$ cat config.mk
export PLATFORM = sky130hd
export DESIGN_NAME = mdu_iter_flat
export DESIGN_NICKNAME = d
export VERILOG_FILES = /design/src/rtl/mdu_iter_if.sv /design/src/rtl/mdu_iter.sv /design/src/flat_wrapper.sv
export SDC_FILE = /design/constraint.sdc
export NUM_CORES = 1
export LEC_CHECK = 0
export CAP_MARGIN = 20
export CORE_ASPECT_RATIO = 1.2
export CORE_UTILIZATION = 65
export CTS_CLUSTER_SIZE = 25
export DETAILED_ROUTE_END_ITERATION = 12
export PLACE_DENSITY = 0.95
export REMOVE_ABC_BUFFERS = 1
export SYNTH_ARGS = -nofsm -noshare
export SYNTH_HDL_FRONTEND = slang
export SYNTH_SLANG_ARGS = --single-unit
$ cat constraint.sdc
create_clock -name clk -period 17.9 [get_ports clk]
set_clock_uncertainty 0.1 [all_clocks]
set_input_delay 3.58 -clock clk [delete_from_list [all_inputs] [get_ports clk]]
set_output_delay 3.58 -clock clk [all_outputs]
set_load 0.02 [all_outputs]
$ cat src/rtl/mdu_iter_if.sv
// Start/busy/done handshake and operand/result bus between the core FSM and
// the iterative multiply/divide unit.
interface mdu_if #(
  parameter int WIDTH = 32
);
  logic             start;
  logic [1:0]       op;
  logic [WIDTH-1:0] a;
  logic [WIDTH-1:0] b;
  logic             busy;
  logic             done;
  logic [WIDTH-1:0] result_lo;
  logic [WIDTH-1:0] result_hi;
  logic             div_by_zero;

  modport master (
    output start, op, a, b,
    input  busy, done, result_lo, result_hi, div_by_zero
  );

  modport slave (
    input  start, op, a, b,
    output busy, done, result_lo, result_hi, div_by_zero
  );
endinterface

$ cat src/rtl/mdu_iter.sv
// Iterative radix-2 multiply (UMULL/SMULL) and restoring divide (UDIV/SDIV).
// Signed ops run on magnitudes; sign fix-up is applied on the edge into DONE.
module mdu_iter #(
  parameter int WIDTH = 32
) (
  input logic  clk,
  input logic  reset,
  mdu_if.slave bus
);
  localparam int CNT_W = $clog2(WIDTH);

  typedef enum logic [1:0] {
    IDLE = 2'd0,
    BUSY = 2'd1,
    DONE = 2'd2
  } state_t;

  state_t             state_r;
  logic [CNT_W-1:0]   cnt_r;
  logic               is_div_r;
  logic               neg_res_r;
  logic               neg_rem_r;
  logic [WIDTH:0]     hi_r;
  logic [WIDTH-1:0]   lo_r;
  logic [WIDTH-1:0]   opnd_r;
  logic               busy_r;
  logic               done_r;
  logic               dbz_r;
  logic [WIDTH-1:0]   res_lo_r;
  logic [WIDTH-1:0]   res_hi_r;

  logic               sign_a_s;
  logic               sign_b_s;
  logic [WIDTH-1:0]   mag_a_s;
  logic [WIDTH-1:0]   mag_b_s;
  logic               div_zero_s;
  logic [WIDTH:0]     rem_sh_s;
  logic [WIDTH:0]     diff_s;
  logic [WIDTH:0]     mac_s;
  logic [WIDTH:0]     step_hi_s;
  logic [WIDTH-1:0]   step_lo_s;
  logic [2*WIDTH-1:0] prod_s;
  logic [2*WIDTH-1:0] prod_fix_s;
  logic [WIDTH-1:0]   quo_fix_s;
  logic [WIDTH-1:0]   rem_fix_s;
  logic [WIDTH-1:0]   fin_lo_s;
  logic [WIDTH-1:0]   fin_hi_s;

  // Operand decode at request time: signs, magnitudes, divide-by-zero bypass.
  always_comb begin
    sign_a_s   = bus.op[0] & bus.a[WIDTH-1];
    sign_b_s   = bus.op[0] & bus.b[WIDTH-1];
    mag_a_s    = sign_a_s ? ({WIDTH{1'b0}} - bus.a) : bus.a;
    mag_b_s    = sign_b_s ? ({WIDTH{1'b0}} - bus.b) : bus.b;
    div_zero_s = bus.op[1] & (bus.b == {WIDTH{1'b0}});
  end

  // One iteration of the shared datapath plus the sign-corrected final result.
  always_comb begin
    rem_sh_s = {hi_r[WIDTH-1:0], lo_r[WIDTH-1]};
    diff_s   = rem_sh_s - {1'b0, opnd_r};
    if (lo_r[0]) begin
      mac_s = hi_r + {1'b0, opnd_r};
    end else begin
      mac_s = hi_r;
    end
    if (is_div_r) begin
      if (rem_sh_s >= {1'b0, opnd_r}) begin
        step_hi_s = diff_s;
        step_lo_s = {lo_r[WIDTH-2:0], 1'b1};
      end else begin
        step_hi_s = rem_sh_s;
        step_lo_s = {lo_r[WIDTH-2:0], 1'b0};
      end
    end else begin
      // Shift-add: the carry out of the add lands back in the top bit.
      step_hi_s = {1'b0, mac_s[WIDTH:1]};
      step_lo_s = {mac_s[0], lo_r[WIDTH-1:1]};
    end

    prod_s     = {step_hi_s[WIDTH-1:0], step_lo_s};
    prod_fix_s = neg_res_r ? ({(2*WIDTH){1'b0}} - prod_s) : prod_s;
    quo_fix_s  = neg_res_r ? ({WIDTH{1'b0}} - step_lo_s) : step_lo_s;
    rem_fix_s  = neg_rem_r ? ({WIDTH{1'b0}} - step_hi_s[WIDTH-1:0]) : step_hi_s[WIDTH-1:0];
    if (is_div_r) begin
      fin_lo_s = quo_fix_s;
      fin_hi_s = rem_fix_s;
    end else begin
      fin_lo_s = prod_fix_s[WIDTH-1:0];
      fin_hi_s = prod_fix_s[2*WIDTH-1:WIDTH];
    end
  end

  // Control FSM, iteration registers and registered handshake/result outputs.
  always_ff @(posedge clk or posedge reset) begin
    if (reset) begin
      state_r   <= IDLE;
      cnt_r     <= {CNT_W{1'b0}};
      is_div_r  <= 1'b0;
      neg_res_r <= 1'b0;
      neg_rem_r <= 1'b0;
      hi_r      <= {(WIDTH+1){1'b0}};
      lo_r      <= {WIDTH{1'b0}};
      opnd_r    <= {WIDTH{1'b0}};
      busy_r    <= 1'b0;
      done_r    <= 1'b0;
      dbz_r     <= 1'b0;
      res_lo_r  <= {WIDTH{1'b0}};
      res_hi_r  <= {WIDTH{1'b0}};
    end else begin
      case (state_r)
        IDLE, DONE: begin
          done_r <= 1'b0;
          busy_r <= 1'b0;
          if (bus.start) begin
            if (div_zero_s) begin
              state_r  <= DONE;
              done_r   <= 1'b1;
              res_lo_r <= {WIDTH{1'b0}};
              res_hi_r <= bus.a;
              dbz_r    <= 1'b1;
            end else begin
              state_r   <= BUSY;
              busy_r    <= 1'b1;
              cnt_r     <= {CNT_W{1'b0}};
              is_div_r  <= bus.op[1];
              neg_res_r <= sign_a_s ^ sign_b_s;
              neg_rem_r <= sign_a_s;
              hi_r      <= {(WIDTH+1){1'b0}};
              // Divide shifts the dividend out of lo; multiply shifts the multiplier.
              lo_r      <= bus.op[1] ? mag_a_s : mag_b_s;
              opnd_r    <= bus.op[1] ? mag_b_s : mag_a_s;
            end
          end else begin
            state_r <= IDLE;
          end
        end
        BUSY: begin
          hi_r <= step_hi_s;
          lo_r <= step_lo_s;
          if (cnt_r == CNT_W'(WIDTH-1)) begin
            state_r  <= DONE;
            busy_r   <= 1'b0;
            done_r   <= 1'b1;
            res_lo_r <= fin_lo_s;
            res_hi_r <= fin_hi_s;
            dbz_r    <= 1'b0;
          end else begin
            cnt_r <= cnt_r + CNT_W'(1);
          end
        end
        default: begin
          state_r <= IDLE;
          busy_r  <= 1'b0;
          done_r  <= 1'b0;
        end
      endcase
    end
  end

  assign bus.busy        = busy_r;
  assign bus.done        = done_r;
  assign bus.result_lo   = res_lo_r;
  assign bus.result_hi   = res_hi_r;
  assign bus.div_by_zero = dbz_r;
endmodule

$ cat src/flat_wrapper.sv
// flat-port wrapper written by rule: the top's interface ports become plain ports
module mdu_iter_flat 
#(
  parameter int WIDTH = 32
)
  (clk, reset, bus_start, bus_op, bus_a, bus_b, bus_busy, bus_done, bus_result_lo, bus_result_hi, bus_div_by_zero);
  mdu_if #(.WIDTH(WIDTH)) bus_i ();
  input logic clk;
  input logic reset;
  input wire logic [$bits(bus_i.start)-1:0] bus_start;
  input wire logic [$bits(bus_i.op)-1:0] bus_op;
  input wire logic [$bits(bus_i.a)-1:0] bus_a;
  input wire logic [$bits(bus_i.b)-1:0] bus_b;
  output wire logic [$bits(bus_i.busy)-1:0] bus_busy;
  output wire logic [$bits(bus_i.done)-1:0] bus_done;
  output wire logic [$bits(bus_i.result_lo)-1:0] bus_result_lo;
  output wire logic [$bits(bus_i.result_hi)-1:0] bus_result_hi;
  output wire logic [$bits(bus_i.div_by_zero)-1:0] bus_div_by_zero;
  assign bus_i.start = bus_start;
  assign bus_i.op = bus_op;
  assign bus_i.a = bus_a;
  assign bus_i.b = bus_b;
  assign bus_busy = bus_i.busy;
  assign bus_done = bus_i.done;
  assign bus_result_lo = bus_i.result_lo;
  assign bus_result_hi = bus_i.result_hi;
  assign bus_div_by_zero = bus_i.div_by_zero;
  mdu_iter #(.WIDTH(WIDTH)) u_core (.clk(clk), .reset(reset), .bus(bus_i));
endmodule
Yosys cells after proc, flatten, opt, wreduce, memory -nomap -nowiden
Cells that the tools add are included.
{"block": "classes", "eq_ne": 8, "muxes": 47, "reduce_logical": 8, "bitwise_logic": 5, "n_addsub": 8, "magnitude_cmp": 1}
{"operator": "two-way mux 32 bit", "count": 17}
{"operator": "one-hot mux 32 bit (2 select lines)", "count": 3}
{"operator": "two-way mux 33 bit", "count": 5}
{"operator": "subtractor 1 x 32 -> 32 bit, first input constant", "count": 4}
{"operator": "one-hot mux 33 bit (2 select lines)", "count": 1}
{"operator": "two-way mux 64 bit", "count": 1}
{"operator": "subtractor 1 x 64 -> 64 bit, first input constant", "count": 1}
{"operator": "adder 33 x 32 -> 33 bit", "count": 1}
{"operator": ">= comparator 33 x 32 -> 1 bit", "count": 1}
{"operator": "subtractor 33 x 32 -> 33 bit", "count": 1}
{"operator": "zero test 32 bit", "count": 1}
{"operator": "two-way mux 5 bit", "count": 3}
{"operator": "one-hot mux 5 bit (2 select lines)", "count": 1}
{"operator": "two-way mux 1 bit", "count": 9}
{"operator": "AND reduction 4 bit", "count": 2}
{"operator": "two-way mux 2 bit", "count": 3}
{"operator": "!= test 2 bit, second input constant", "count": 3}
{"operator": "one-hot mux 1 bit (2 select lines)", "count": 3}
{"operator": "AND reduction 3 bit", "count": 2}
{"operator": "adder 5 x 1 -> 5 bit, second input constant", "count": 1}
{"operator": "== test 5 bit, second input constant", "count": 1}
{"operator": "!= test 2 x 1 -> 1 bit, second input constant", "count": 2}
{"operator": "one-hot mux 2 bit (2 select lines)", "count": 1}
{"operator": "AND 1 bit", "count": 3}
{"operator": "other kinds (7)", "count": 7}
{"block": "totals", "wordCells": 90, "output_inout_bits": 67, "input_bits": 69, "ff_bits": 174}

Logic depth before layout (Yosys ltp)
{"block": "depth", "word_depth": 8, "depth_mapped": 20, "depth_no_buf": 19}

Least setup slack after synthesis
OpenSTA, ideal clock, no wires.
{"block": "synth_timing", "path_type": "input-to-reg", "start": "in bus_b[3]", "end": "reg u_core.res_lo_r[10], in the netlist u_core.bus.result_lo[10]", "arrival_time_ps": 6098, "setup_slack_ps": 11564, "path_buffers": 3, "stages": 11, "required_time_ps": 17662, "setup_ps": 138, "path_cell_list": "or3_1 > nor3b_1 > nand3_1 > nor3_1 > and3_1 > nand4b_1 > nor2b_1 > clkbuf_1 > clkbuf_1 > buf_1 > o22ai_1"}
{"block": "synth_via", "elab_chain_len": 4}
{"item": "start, declared", "line": "flat_wrapper.sv:13", "text": "input wire logic [$bits(bus_i.b)-1:0] bus_b;"}
{"item": "zero test 32 bit", "line": "mdu_iter.sv:55", "text": "div_zero_s = bus.op[1] & (bus.b == {WIDTH{1'b0}});"}
{"item": "AND 1 bit", "line": "mdu_iter.sv:55"}
{"item": "!= test 2 x 1 -> 1 bit (no line)"}
{"item": "AND reduction 4 bit (no line)"}
{"item": "end signal, assigned", "line": "mdu_iter.sv:108", "text": "res_lo_r <= {WIDTH{1'b0}};"}
{"item": "end signal, assigned", "line": "mdu_iter.sv:119", "text": "res_lo_r <= {WIDTH{1'b0}};"}
{"item": "end signal, assigned", "line": "mdu_iter.sv:145", "text": "res_lo_r <= fin_lo_s;"}
{"item": "end, declared", "line": "mdu_iter.sv:29", "text": "logic [WIDTH-1:0] res_lo_r;"}
Every way passes these cells.
A chain may end at the register's enable or synchronous reset.

Worst setup path in the final report
{"block": "layout_timing", "start": "in bus_b[3]", "end": "reg u_core.lo_r[20]"}
{"block": "layout_via", "elab_chain_len": 6, "elab_cells_between_ends": 10, "cone_classes": "add/sub (1); eq/ne (1); mux (5); bitwise (1); reduce/logical (2)"}
{"item": "subtractor 1 x 32 -> 32 bit", "line": "mdu_iter.sv:54", "text": "mag_b_s = sign_b_s ? ({WIDTH{1'b0}} - bus.b) : bus.b;"}
{"item": "two-way mux 32 bit", "line": "mdu_iter.sv:54"}
{"item": "two-way mux 32 bit", "line": "mdu_iter.sv:131", "text": "lo_r <= bus.op[1] ? mag_a_s : mag_b_s;"}
{"item": "two-way mux 32 bit", "line": "mdu_iter.sv:116", "text": "if (div_zero_s) begin"}
{"item": "two-way mux 32 bit", "line": "mdu_iter.sv:115", "text": "if (bus.start) begin"}
{"item": "one-hot mux 32 bit (2 select lines)", "line": "mdu_iter.sv:111", "text": "case (state_r)"}
{"item": "end signal, assigned", "line": "mdu_iter.sv:103", "text": "lo_r <= {WIDTH{1'b0}};"}
{"item": "end signal, assigned", "line": "mdu_iter.sv:131"}
{"item": "end signal, assigned", "line": "mdu_iter.sv:140", "text": "lo_r <= step_lo_s;"}
{"item": "end, declared", "line": "mdu_iter.sv:24", "text": "logic [WIDTH-1:0] lo_r;"}
Several ways; a longest one is shown, not always the timed one. The select of a mux whose other input is x is not followed.

==> impl_results.md <==
* Status: completed
* CP max-delay cell: nand2_2
* Adder-cell share of the synthesized area at 5.72%
* RSZ-0062 raised after global routing: false
* Largest family of logic cells by synthesized area: compound AO/OA/AOI/OAI gates
* CTS buffer count at 17
* Cells after synthesis at 2061
* Final Net Count at 2241
* Placed Cells incl. Taps at around 2.4k
* PostCTS Resize Cnt at 0
* ANT nets after route at 0
* Synth-to-layout area growth at 12.4%
* Crit path time final at 8.07 ns
* Hold crit path type: flip-flop to flip-flop
* Vias in the first global route at 16.8k
* GP Congestion at 1.00
* Area contributors post-synth: dfrtp_1 (27%), o21ai_0 (6.0%), ha_1 (5.5%)
* Most frequent cells after synthesis: nand2_1 (232), o21ai_0 (192), dfrtp_1 (172)
* Final setup vio count at 0
* Data arrival, critical path at 8.27 ns
* Critical Path Fanout Max at 53
* Synthesized area at 16000 sq um
* Number of max-cap violations at 0
* Avg WL per Cell at about 25 microns
* Die height at 174 microns
* Fin cells at 2433
* Max Transition Viols Final at 0
* Slew HR at 30.0%
* WHS at 0.387 ns
* Post-Synth XOR/XNOR Area at 8.37%
* Ports at 136
* Simple-Gate Fraction of Synth Area at a little over a fifth
* FILL cells at around 1.8k
* Achievable Freq at 124 MHz
* Yosys top cell area share at between 20% and 30%
* Iteration-0 DRC Markers at 2421
* HP Start: u_core.bus.result_lo[8]$_DFFE_PP0P_
* Rows at 62
* CTS sink cnt at 172
* DRT Pass-1 Iters at 6
* Register area share after synthesis at 26.9%
* Clock-pin slew on the worst setup and hold paths at ~0.070 ns
* Slew @ Worst Pin at 1.05 ns
* Cell taking the most area after synthesis: dfrtp_1
* Most frequent cell after synthesis: nand2_1
* Syn Area/Cell at 7.76 sq um
* GR peak layer: met2
* Total wire length at 59900 microns
* Crit path cell chain: clkdlybuf4s50_1 > or3_1 > nor3b_1 > nand3_1 > nor3_1 > and3_1 > nand4b_1 > nand2_2 > buf_4 > a211oi_1 > a211oi_1 > a21oi_1
* Antenna violations before repair at 2
* Final hold violations at 0
* Worst reg2reg startpoint: u_core.opnd_r[24]$_DFFE_PP0P_
* DR vias at roughly 18k
* Critical path type: primary input to flip-flop
* Clk root buf: clkbuf_16
* Routing usage on met2 at 72.6%
* GRT overflow at 0
* Hold buffer count at cts at 0
* CP Launch Type: primary input
* Clock buffer depth at 2
* HPWL after detailed placement at 43000 microns
* Setup TNS at 0 ns
* DRC at 0
* Number of synthesis warnings at 0
* Worst skew pair latency at about 0.45 ns
* Initial core utilization at around two thirds
* Async set or reset register ratio after synthesis at 100%
* Die width at 145 microns
* Critical Path Max Stage Delay at 0.66 ns
* Fin crit share at a little under half
* Worst path bufs/invs at 2
* Top cell by count, worst path: a211oi_1
* Buffers on Ports at roughly 140
* Post-layout util at about 75%
* Setup Buffers After CTS at 0
* Synth Area in Compound Gates at 29.6%
* M3 GR Usage at 10.6%
* Die area at 25300 sq um
* Post-synthesis mux area share at 3.56%
* TritonCTS clock tree: yes
* Worst Path Required at 18.10 ns
* Largest net degree at the start of global routing at 98
* Layout cell share with drive strength beyond 1 at 5.63%
* #FFs+latches synth at 172
* Worst Setup SP: bus_b[3]
* Crit path max-delay family: simple AND/OR/NAND/NOR gates
* Post-synth EDFFs at 0
* Unique cell type count in the Yosys netlist at 99
* Leading register cell type out of synthesis: dfrtp_1
* All-layer global routing usage at 46.7%
* First-pass GRT wire length at between 90000 and 100000 microns
* CTS H-tree depth at 4
* Met1 Use GR at 58.1%
* Core area at 24000 sq um
* CP endpoint kind: flip-flop
* Routed vias/inst at 7.25
[layout by cell type, fill, tap and decap left out, types with 12 or more instances in the layout]
cell,netlist,final
nand2_1,232,230
o21ai_0,192,192
dfrtp_1,172,171
a21oi_1,167,167
nor2_1,167,166
clkdlybuf4s50_1,0,134
xnor2_1,97,97
ha_1,70,70
inv_1,63,62
nand3_1,58,58
xor2_1,56,56
nor3_1,53,53
mux2i_1,49,49
a21o_1,38,38
o211ai_1,35,35
a211oi_1,34,34
nand4_1,32,32
o22ai_1,29,29
a22oi_1,25,25
nor4_1,24,24
o31ai_1,24,24
a31oi_1,20,20
or3_1,17,17
o21a_1,17,17
clkbuf_16,0,17
buf_4,1,17
nand2b_1,16,15
and2_1,14,13
o21ai_1,13,13
nor2b_1,14,12
a221oi_1,12,12
o221ai_1,12,12
[layer usage]
| metal | wire, microns | vias up | part of all wire [%] |
|---|---|---|---|
| met5 | 17 | - | 0.028 |
| met4 | 4520 | 2 | 7.5 |
| met3 | 6670 | 328 | 11 |
| met2 | 26600 | 1325 | 44 |
| met1 | 22100 | 8296 | 37 |
| li1 | - | 7680 | - |
[worst paths after layout]
check	depth (start not counted)	to	slack, ns
max	12	u_core.lo_r[20]$_DFFE_PP0P_	9.83
min in group asynchronous	2	u_core.bus.result_lo[7]$_DFFE_PP0P_	3.57
max reg2reg	18	u_core.bus.result_hi[16]$_DFFE_PP0P_	10.33
min reg2reg	2	u_core.bus.result_lo[8]$_DFFE_PP0P_	0.39
max in group asynchronous	3	u_core.is_div_r$_DFFE_PP0P_	12.51
min	2	u_core.bus.result_lo[8]$_DFFE_PP0P_	0.39
[tightest hold or removal path: stages (launching register included)]
cell and delay, ns:
dfrtp_1 0.35, nand2_1 0.05, o31ai_1 0.06
[sequential cells by signal, summed over array words and instances (netlist names)]
| signal | cells |
|---|---|
| u_core.cnt_r | 5 |
| u_core.hi_r | 33 |
| u_core.state_r | 1 |
| u_core.bus.div_by_zero | 1 |
| u_core.lo_r | 32 |
| u_core.opnd_r | 32 |
| u_core.bus.result_hi | 32 |
| u_core.neg_res_r | 1 |
| u_core.neg_rem_r | 1 |
| u_core.is_div_r | 1 |
| u_core.bus.result_lo | 32 |
| u_core.bus.busy | 1 |
[final cells by class]
cell class	instances	area, sq um	area share [%]
antenna	1	2.50	0.0139
multi-input combinational	1693	10900	60.8
inverter	63	241	1.34
clock inverter	12	159	0.883
sequential	172	4310	23.9
timing repair buffer	153	1490	8.30
tap	320	400	2.23
clock buffer	19	443	2.46
[per-stage QoR]
step | cell area [sq um] | setup WS (ns)
after floorplan | 15400 | 8.79
after global placement | 17400 | 9.93
after detailed placement | 17400 | 9.68
after CTS | 18000 | 10.06
after global routing | 18000 | 9.63
final | 18000 | 9.83
[logic make-up after synthesis]
kind of cell    after synthesis
xor+xnor                    153
simple gates                694
fa+ha+maj                    72
flops                       172
compound gates              718
mux                          56
buf+inv                     196
Power is left out: the tool's default activity adds up to more than one toggle a clock period on the data nets, which glitch-free logic cannot reach.
